<file path="config.mk">
export PLATFORM = sky130hd
export DESIGN_NAME = uart_rx_core
export DESIGN_NICKNAME = d
export VERILOG_FILES = /design/src/rtl/uart_rx_pkg.sv /design/src/rtl/uart_rx_sync.sv /design/src/rtl/uart_rx_core.sv
export SDC_FILE = /design/constraint.sdc
export NUM_CORES = 1
export LEC_CHECK = 0
export ABC_AREA = 1
export CAP_MARGIN = 20
export CORE_MARGIN = 2
export CORE_UTILIZATION = 35
export DETAILED_ROUTE_END_ITERATION = 8
export DONT_BUFFER_PORTS = 1
export MAX_ROUTING_LAYER = met4
export PLACE_DENSITY = 0.6
export REMOVE_ABC_BUFFERS = 1
export SETUP_SLACK_MARGIN = 0.3
export SLEW_MARGIN = 30
export SYNTH_ARGS = -nofsm -noshare
export SYNTH_HDL_FRONTEND = slang
export SYNTH_HIERARCHICAL = 1
export SYNTH_SLANG_ARGS = --single-unit
</file>
<file path="constraint.sdc">
create_clock -name pclk -period 2.4 [get_ports pclk]
set_input_delay 0.48 -clock pclk [delete_from_list [all_inputs] [get_ports pclk]]
set_output_delay 0.48 -clock pclk [all_outputs]
set_load 0.05 [all_outputs]
</file>
<file path="src/rtl/uart_rx_pkg.sv">
// Shared types and helpers for the UART receiver: FSM state encoding and
// a parity helper sized for the widest supported data word.
package uart_rx_pkg;

  localparam int MAX_DATA_WIDTH = 8;

  typedef enum logic [2:0] {
    ST_IDLE       = 3'd0,
    ST_START      = 3'd1,
    ST_DATA       = 3'd2,
    ST_PARITY     = 3'd3,
    ST_STOP       = 3'd4,
    ST_BREAK_WAIT = 3'd5
  } rx_state_e;

  // Narrower words are zero-extended by the caller, which leaves the XOR unchanged.
  function automatic logic parity_of(input logic [MAX_DATA_WIDTH-1:0] data);
    return ^data;
  endfunction

endpackage

</file>
<file path="src/rtl/uart_rx_sync.sv">
// Two-flop synchronizer for the asynchronous rx line plus a falling-edge
// detector; all flops reset to the idle-high line level.
module uart_rx_sync (
  input  logic pclk,
  input  logic areset,
  input  logic rx,
  output logic rx_s,
  output logic fall
);

  logic meta_r;
  logic sync_r;
  logic prev_r;

  always_ff @(posedge pclk) begin
    if (areset) begin
      meta_r <= 1'b1;
      sync_r <= 1'b1;
      prev_r <= 1'b1;
    end else begin
      meta_r <= rx;
      sync_r <= meta_r;
      prev_r <= sync_r;
    end
  end

  assign rx_s = sync_r;
  assign fall = prev_r & ~sync_r;

endmodule

</file>
<file path="src/rtl/uart_rx_core.sv">
// UART receiver: mid-bit sampling FSM with parity/stop checking feeding a
// one-entry valid/ready holding register with per-frame error flags.
module uart_rx_core
  import uart_rx_pkg::*;
#(
  parameter int DATA_WIDTH   = 8,
  parameter int CLKS_PER_BIT = 16,
  parameter int PARITY_EN    = 1,
  parameter int PARITY_ODD   = 0,
  parameter int STOP_BITS    = 1
) (
  input  logic                  pclk,
  input  logic                  areset,
  input  logic                  rx,
  output logic [DATA_WIDTH-1:0] rx_data,
  output logic                  rx_valid,
  input  logic                  rx_ready,
  output logic                  parity_err,
  output logic                  framing_err,
  output logic                  overrun_err,
  output logic                  busy
);

  localparam int CNT_W = $clog2(CLKS_PER_BIT);
  localparam int BIT_W = 4;
  localparam logic [CNT_W-1:0] HALF_CNT = CNT_W'(CLKS_PER_BIT / 2 - 1);
  localparam logic [CNT_W-1:0] FULL_CNT = CNT_W'(CLKS_PER_BIT - 1);
  localparam logic [BIT_W-1:0] LAST_DATA = BIT_W'(DATA_WIDTH - 1);
  localparam logic [BIT_W-1:0] LAST_STOP = BIT_W'(STOP_BITS - 1);

  logic rx_s;
  logic fall_s;

  uart_rx_sync u_sync (
    .pclk   (pclk),
    .areset (areset),
    .rx     (rx),
    .rx_s   (rx_s),
    .fall   (fall_s)
  );

  rx_state_e             state_r, state_nxt;
  logic [CNT_W-1:0]      cnt_r, cnt_nxt;
  logic [BIT_W-1:0]      bit_r, bit_nxt;
  logic [DATA_WIDTH-1:0] shift_r, shift_nxt;
  logic                  par_r, par_nxt;
  logic                  frm_r, frm_nxt;
  logic                  busy_r;
  logic                  load_s;
  logic                  tick_s;

  always_ff @(posedge pclk) begin
    if (areset) begin
      state_r <= ST_IDLE;
      cnt_r   <= {CNT_W{1'b0}};
      bit_r   <= {BIT_W{1'b0}};
      shift_r <= {DATA_WIDTH{1'b0}};
      par_r   <= 1'b0;
      frm_r   <= 1'b0;
      busy_r  <= 1'b0;
    end else begin
      state_r <= state_nxt;
      cnt_r   <= cnt_nxt;
      bit_r   <= bit_nxt;
      shift_r <= shift_nxt;
      par_r   <= par_nxt;
      frm_r   <= frm_nxt;
      busy_r  <= (state_nxt != ST_IDLE);
    end
  end

  assign tick_s = (cnt_r == {CNT_W{1'b0}});

  always_comb begin
    state_nxt = state_r;
    cnt_nxt   = cnt_r;
    bit_nxt   = bit_r;
    shift_nxt = shift_r;
    par_nxt   = par_r;
    frm_nxt   = frm_r;
    load_s    = 1'b0;
    case (state_r)
      ST_IDLE: begin
        if (fall_s) begin
          state_nxt = ST_START;
          cnt_nxt   = HALF_CNT;
        end else begin
          state_nxt = ST_IDLE;
        end
      end
      ST_START: begin
        if (!tick_s) begin
          cnt_nxt = cnt_r - CNT_W'(1);
        end else if (rx_s) begin
          state_nxt = ST_IDLE;
        end else begin
          state_nxt = ST_DATA;
          cnt_nxt   = FULL_CNT;
          bit_nxt   = {BIT_W{1'b0}};
          par_nxt   = 1'b0;
          frm_nxt   = 1'b0;
        end
      end
      ST_DATA: begin
        if (!tick_s) begin
          cnt_nxt = cnt_r - CNT_W'(1);
        end else begin
          shift_nxt = {rx_s, shift_r[DATA_WIDTH-1:1]};
          cnt_nxt   = FULL_CNT;
          if (bit_r == LAST_DATA) begin
            bit_nxt   = {BIT_W{1'b0}};
            state_nxt = (PARITY_EN != 0) ? ST_PARITY : ST_STOP;
          end else begin
            bit_nxt = bit_r + BIT_W'(1);
          end
        end
      end
      ST_PARITY: begin
        if (!tick_s) begin
          cnt_nxt = cnt_r - CNT_W'(1);
        end else begin
          par_nxt   = (parity_of(MAX_DATA_WIDTH'(shift_r)) ^ rx_s) != 1'(PARITY_ODD);
          cnt_nxt   = FULL_CNT;
          state_nxt = ST_STOP;
        end
      end
      ST_STOP: begin
        if (!tick_s) begin
          cnt_nxt = cnt_r - CNT_W'(1);
        end else begin
          frm_nxt = frm_r | ~rx_s;
          if (bit_r == LAST_STOP) begin
            // A low final stop bit means the line may be in break; wait for idle.
            load_s    = 1'b1;
            state_nxt = rx_s ? ST_IDLE : ST_BREAK_WAIT;
          end else begin
            bit_nxt = bit_r + BIT_W'(1);
            cnt_nxt = FULL_CNT;
          end
        end
      end
      ST_BREAK_WAIT: begin
        if (rx_s) begin
          state_nxt = ST_IDLE;
        end else begin
          state_nxt = ST_BREAK_WAIT;
        end
      end
      default: begin
        state_nxt = ST_IDLE;
      end
    endcase
  end

  logic [DATA_WIDTH-1:0] data_r;
  logic                  valid_r;
  logic                  perr_r;
  logic                  ferr_r;
  logic                  ovr_r;

  // Holding register: a load wins over a handshake, and a full unaccepted register drops the new frame.
  always_ff @(posedge pclk) begin
    if (areset) begin
      data_r  <= {DATA_WIDTH{1'b0}};
      valid_r <= 1'b0;
      perr_r  <= 1'b0;
      ferr_r  <= 1'b0;
      ovr_r   <= 1'b0;
    end else begin
      ovr_r <= 1'b0;
      if (load_s) begin
        if (!valid_r || rx_ready) begin
          data_r  <= shift_r;
          perr_r  <= (PARITY_EN != 0) ? par_r : 1'b0;
          ferr_r  <= frm_nxt;
          valid_r <= 1'b1;
        end else begin
          ovr_r <= 1'b1;
        end
      end else if (valid_r && rx_ready) begin
        valid_r <= 1'b0;
      end
    end
  end

  assign rx_data     = data_r;
  assign rx_valid    = valid_r;
  assign parity_err  = perr_r;
  assign framing_err = ferr_r;
  assign overrun_err = ovr_r;
  assign busy        = busy_r;

endmodule

</file>
==> metrics.md, run 1 <==
| Metric | Value |
|---|---|
| Final worst slack | `0.602 ns` |
| Cts bufs inserted | `5` |
| XOR/XNOR Fraction of Synth Area | `0.0190` |
| Sink Count | `37` |
| Tot GR Track Use | `0.148` |
| Number of H-tree levels | `2` |
| Delay-heaviest family, CP | `simple AND/OR/NAND/NOR gates` |
| CP required | `2.59 ns` |
| Status | `complete, no violations` |
| Initial drt markers | `94` |
| Clock Tree Root | `clkbuf_8` |
| Worst Path Arrival | `1.99 ns` |
| Vert. Die Dim | `76.6 microns` |
| Fin Setup TNS | `0 ns` |
| Clk_lat worst skew | `0.29 ns` |
| Crit. path cell count | `9` |
| Worst path max stage delay | `0.32 ns` |
| First-pass GRT wire length | `6730 microns` |
| CP Capture Type | `flip-flop` |
| Max FO, Critical Path | `11` |
| Vias/cell | `4.67` |
| Post-synth ARST share | `0` |
| RSZ-0062 raised after global routing | `no` |
| Cts hold-fix bufs | `0` |
| Die Footprint | `5870 sq um` |
| Main combinational cell family by area after synthesis | `simple AND/OR/NAND/NOR gates` |
| Via count | `1625` |
| Power, Total | `1.19 mW` |
| Synth top area share | `0.401` |
| Compound-Gate Fraction of Synth Area | `0.133` |
| IO Count | `17` |
| Port Buffers | `0` |
| Cell Pwr Density | `598 nW/um^2` |
| Final Hold Fails | `0` |
| CP max stage cell | `dfxtp_1` |
| Worst path most repeated cell | `nor2_1` |
| Total iterations of the first detailed-routing run | `4` |
| Startpoint types | `flip-flop` |
| Ys flop type | `dfxtp_1` |
| Sequential area share after synthesis | `0.401` |
| Bufs on Longest Clock Path | `2` |
| Max VDD drop | `0.200 mV` |
| Non-Filler Instances | `348` |
| Wire per inst | `11.4 microns` |
| Dpl cells | `340` |
| CP cell instances | `inv_1 -> ha_1 -> nand2_2 -> nor2_4 -> nand2_4 -> a21oi_4 -> inv_2 -> nor2_1 -> nor2_1` |
| Setup violators final | `0` |
| Synth Area in Simple Gates | `0.329` |
| Antenna cells | `0` |
| Clock transition at path regs | `0.08 ns` |
| Area grow syn2layout | `8.14%` |
| Fraction of layout cells with a size suffix above 1 | `0.101` |
| Leak Pwr | `0.967 nW` |
| Worst-margin pin slew | `0.653 ns` |
| Largest area contributor in the netlist | `dfxtp_1` |
| Remaining antenna violation count after routing | `0` |
| HP Class | `in -> reg` |
| Gpl congestion | `0.854` |
| Detailed Route WL | `3950 microns` |
| Post-synth top cells | `nand2_1 (63), nor2_1 (42), dfxtp_1 (37)` |
| Grt total ovfl | `0` |
| Hold Path Stages | `1` |
| Mux contribution to synthesized area | `0` |
| Initial Util | `0.361` |
| NumNets Final | `284` |
| Vias in the first global route | `1434` |
| #FFs+latches synth | `37` |
| Maxcap violations | `0` |
| Worst Reg2Reg Path Length in Cells | `9` |
| Setup Skew | `0.00733 ns` |
| Post-synth EDFFs | `0` |
| Setup slack at placement | `0.615 ns` |
| Final count of pins violating max slew | `0` |
| Syn avg cell area | `6.71 sq um` |
| Period minus WS final | `1.80 ns` |
| TritonCTS clock tree | `done` |
| Fmax | `0.556 GHz` |
| Post-Syn Area | `1850 sq um` |
| PostCTS Resize Cnt | `0` |
| Critical path class | `reg -> reg` |
| HPWL after DPL | `2890 microns` |
| Synth cell types | `26` |
| # DRC | `0` |
| Initial antenna violation count | `0` |
| CP Buf/Inv Count | `2` |
| Post-CTS setup buffers | `0` |
| Core ar. | `5110 sq um` |
| Largest net degree at the start of global routing | `25` |
| Leading post-synthesis cells by cell area | `dfxtp_1 (40%), nand2_1 (13%), nor2_1 (8.5%)` |
| Most common cell in the netlist | `nand2_1` |
| Slew Limit Headroom | `0.564` |
| Post-Route Utilization | `0.391` |
| Horiz. Die Dim | `76.6 microns` |
| Adder-cell share of the synthesized area | `0.0203` |
| Synth Warn # | `6` |
| Synth Instances | `275` |
| Fin crit share | `0.749` |
| Number of cell rows | `26` |
-- cell usage in the layout, fill, tap and decap left out, types with 3 or more instances in the layout --
master	instances
nor2_1	42
inv_2	7
nor2_2	4
inv_1	33
clkbuf_8	5
nand4_1	3
o21ai_0	14
dfxtp_1	37
nand2_2	4
a21oi_1	16
nand3_1	17
ha_1	3
o21ai_1	13
nand2_1	63
-- metrics by stage --
stage                     area, sq um  hold slack [ns]
after floorplan                  1820            0.380
after global placement           1900            0.388
after detailed placement         1900            0.393
after CTS                        2000            0.235
after global routing             2000            0.228
final                            2000            0.246
-- layer usage --
layer / wire, microns / GRT usage
met5: 0 / -
met4: 62 / 0.0545
met3: 309 / 0.0557
met2: 1640 / 0.210
met1: 1940 / 0.190
-- final timing paths --
path | from | end | slack [ns]
max reg2reg | cnt_r[0] | rx_data[6] | 0.60
min | areset | rx_valid | 0.25
max | cnt_r[0] | rx_data[6] | 0.60
min reg2reg | u_sync/meta_r | u_sync/rx_s | 0.41
-- flip-flops by register name, indices dropped and copies added (netlist names), 3 cells and up --
| register | flops |
|---|---|
| state_r | 3 |
| shift_r | 8 |
| cnt_r | 4 |
| rx_data | 8 |
| bit_r | 4 |
-- cell type report --
type | count | area [sq um]
Sequential cell | 37 | 741
Clock inverter | 3 | 22.5
Inverter | 40 | 150
Fill cell | 561 | 3110
Clock buffer | 5 | 68.8
Tap cell | 70 | 87.6
Multi-Input combinational cell | 193 | 926
-- power breakdown --
group	switching, mW	total [mW]	leakage (nW)	internal (mW)
Sequential	0.0143	0.639	0.299	0.624
Clock	0.239	0.445	0.0481	0.206
Combinational	0.0732	0.109	0.620	0.0361
Total	0.326	1.19	0.967	0.866
-- cells by family (layout without fill, tap and decap cells) --
group | Yosys count | count (layout)
xor+xnor | 4 | 4
buf+inv | 45 | 48
flops | 37 | 37
fa+ha+maj | 3 | 3
simple gates | 140 | 140
compound gates | 46 | 46
Power figures use the tool's default switching activity.
==> inputs of run 2 (changes only) <==
==> constraint.sdc (replaced) <==
create_clock -name pclk -period 1.73 [get_ports pclk]
set_input_delay 0.346 -clock pclk [delete_from_list [all_inputs] [get_ports pclk]]
set_output_delay 0.346 -clock pclk [all_outputs]
set_load 0.05 [all_outputs]
==> run 2 against run 1 <==
Effect of this change:
- die area is the same
- largest cell class unchanged
- via count rose by 6.8%
- clock skew hardly changed
- combinational power is 93% higher
- register-to-register slack got worse by 0.33 ns
- critical path type unchanged
- flip-flop and latch count stayed put
- global-route usage up 1.3 points
- clock-buffer cell count up 1
- final area is 12% higher
- total power is 44% higher
- setup slack got worse by 0.33 ns
- routed wire length is 6.3% higher
==> metrics.md, run 2 (synthesized netlist as in run 1, its figures left out) <==
| Metric | Value |
|---|---|
| Post-route cell area | `2240 sq um (+12%)` |
| Sink Count | `37 (unchanged)` |
| Critical path origin | `cnt_r[0]` |
| Initial drt markers | `95 (+1.1%)` |
| Vias/cell | `4.78 (+2.4%)` |
| Commonest cells after routing, fill and taps aside | `nand2_1 (59), nor2_1 (37), dfxtp_1 (29)` |
| NumNets Final | `300 (+5.6%)` |
| Final worst slack | `0.268 ns (-0.334 ns)` |
| Worst-margin pin slew | `0.538 ns (-0.115 ns)` |
| CP Capture Type | `flip-flop` |
| Total iterations of the first detailed-routing run | `4 (unchanged)` |
| IO Count | `17 (unchanged)` |
| Max FO, Critical Path | `4 (-7)` |
| Clk_lat worst skew | `0.29 ns (about the same)` |
| Leak Pwr | `1.06 nW (+9.2%)` |
| TritonCTS clock tree | `done` |
| Post-DP Area | `1950 sq um (+2.4%)` |
| Initial antenna violation count | `0 (unchanged)` |
| Antenna cells | `0 (unchanged)` |
| Setup Skew | `0.00692 ns (-0.000413 ns)` |
| Tot GR Track Use | `0.161 (+0.0135)` |
| Vert. Die Dim | `76.6 microns (unchanged)` |
| CP cell instances | `inv_2 -> ha_4 -> nand2_1 -> nor2_2 -> nand2_2 -> nor2_1 -> nor2_1 -> o21ai_0 -> a21oi_1` |
| Largest net degree at the start of global routing | `13 (-48%)` |
| Grt total ovfl | `0 (unchanged)` |
| Vias in the first global route | `1671 (+17%)` |
| Power, Total | `1.72 mW (+44%)` |
| Final count of pins violating max slew | `0 (unchanged)` |
| CP Buf/Inv Count | `1 (-1)` |
| Area grow syn2layout | `21.4%` |
| Max VDD drop | `0.306 mV (+53%)` |
| Initial Util | `0.361 (unchanged)` |
| Wire per inst | `11.6 microns (+1.9%)` |
| Fin crit share | `0.845 (+0.0959)` |
| Maxcap violations | `0 (unchanged)` |
| # DRC | `0 (unchanged)` |
| Slew Limit Headroom | `0.641 (+0.0769)` |
| Fraction of layout cells with a size suffix above 1 | `0.249 (+0.148)` |
| Fin Setup TNS | `0 ns (unchanged)` |
| Final hold slack | `0.112 ns (-0.134 ns)` |
| CP max stage cell | `dfxtp_2` |
| Core ar. | `5110 sq um (unchanged)` |
| Filler Cells Inserted | `516 (-8.0%)` |
| Horiz. Die Dim | `76.6 microns (unchanged)` |
| Final Hold Fails | `0 (unchanged)` |
| Clock transition at path regs | `0.08 ns (about the same)` |
| Critical path class | `reg -> reg` |
| CP required | `1.90 ns (-0.69 ns)` |
| Worst Path Arrival | `1.64 ns (-0.35 ns)` |
| Worst path max stage delay | `0.32 ns (about the same)` |
| RSZ-0062 raised after global routing | `yes` |
| Detailed Route WL | `4200 microns (+6.3%)` |
| Bufs on Longest Clock Path | `2 (unchanged)` |
| Reg-to-Reg Start | `cnt_r[0]` |
| Number of H-tree levels | `2 (unchanged)` |
| First-pass GRT wire length | `7380 microns (+9.6%)` |
| Hold wc startpoint | `areset` |
| Setup slack, reg-to-reg | `0.27 ns (-0.33 ns)` |
| HPWL after DPL | `2800 microns (-3.0%)` |
| Most common cell after layout, fill and taps aside | `nand2_1` |
| Cts bufs inserted | `5 (unchanged)` |
| Gpl congestion | `0.905 (+5.9%)` |
| Clock Tree Root | `clkbuf_8` |
| Die Footprint | `5870 sq um (unchanged)` |
| Number of cell rows | `26 (unchanged)` |
| Cell Pwr Density | `767 nW/um^2 (+28%)` |
| Startpoint types | `flip-flop` |
| Via count | `1736 (+6.8%)` |
| Setup violators final | `0 (unchanged)` |
| Setup slack at placement | `0.136 ns (-0.479 ns)` |
| Status | `complete, no violations` |
| Delay-heaviest family, CP | `simple AND/OR/NAND/NOR gates` |
| Fmax | `0.684 GHz (+23%)` |
| Period minus WS final | `1.46 ns (-0.336 ns)` |
| Worst path most repeated cell | `nor2_1` |
| Remaining antenna violation count after routing | `0 (unchanged)` |
| HP Class | `in -> reg` |
| Port Buffers | `0 (unchanged)` |
## run 2: cell count changes in the layout (fill, tap and decap cells not counted), moves of 4 or more
cell	delta
dfxtp_2	+8
buf_4	+13
nor2_1	-5
inv_1	-5
dfxtp_1	-8
nor2_2	+4
nand2_1	-4
## run 2: layout make-up
| class | instances | area (sq um) | share of cell area |
|---|---|---|---|
| timing repair buffer | 16 | 131 | 0.0586 |
| multi-input combinational | 193 | 1020 | 0.457 |
| sequential | 37 | 751 | 0.335 |
| clock inverter | 1 | 7.51 | 0.00335 |
| inverter | 40 | 158 | 0.0704 |
| clock buffer | 6 | 82.6 | 0.0369 |
| tap | 70 | 87.6 | 0.0391 |
## run 2: metal layers
layer,share of wire,GRT usage
met1,0.48,0.193
met2,0.45,0.248
met3,0.046,0.0509
met4,0.022,0.0727
met5,0,-
## run 2: path summary, 6_finish.rpt
check / endpoint / cells after the start
hold reg to reg: u_sync/rx_s / 2
setup reg to reg: par_r / 9
hold / removal: rx_valid / 1
setup / recovery: par_r / 9
## run 2: metrics by stage
step / cells / utilization
2_1_floorplan: 270 / -
3_3_place_gp: 346 / 0.382
3_5_place_dp: 346 / 0.382
4_1_cts: 361 / 0.425
5_1_grt: 363 / 0.439
6_report: 363 / 0.439
## run 2: report_power, final
| group | total [mW] | internal (mW) | switching (mW) |
|---|---|---|---|
| clock network | 0.621 | 0.315 | 0.306 |
| registers | 0.888 | 0.868 | 0.0203 |
| logic | 0.210 | 0.0894 | 0.121 |
## run 2: what timing repair did
item,CTS,global route
hold buffers,0,0
gates resized for setup,23,23
hold endpoints to repair,0,0
setup endpoints to repair,25,28
pin swaps,11,12
cloned,1,0
buffers inserted,7,2
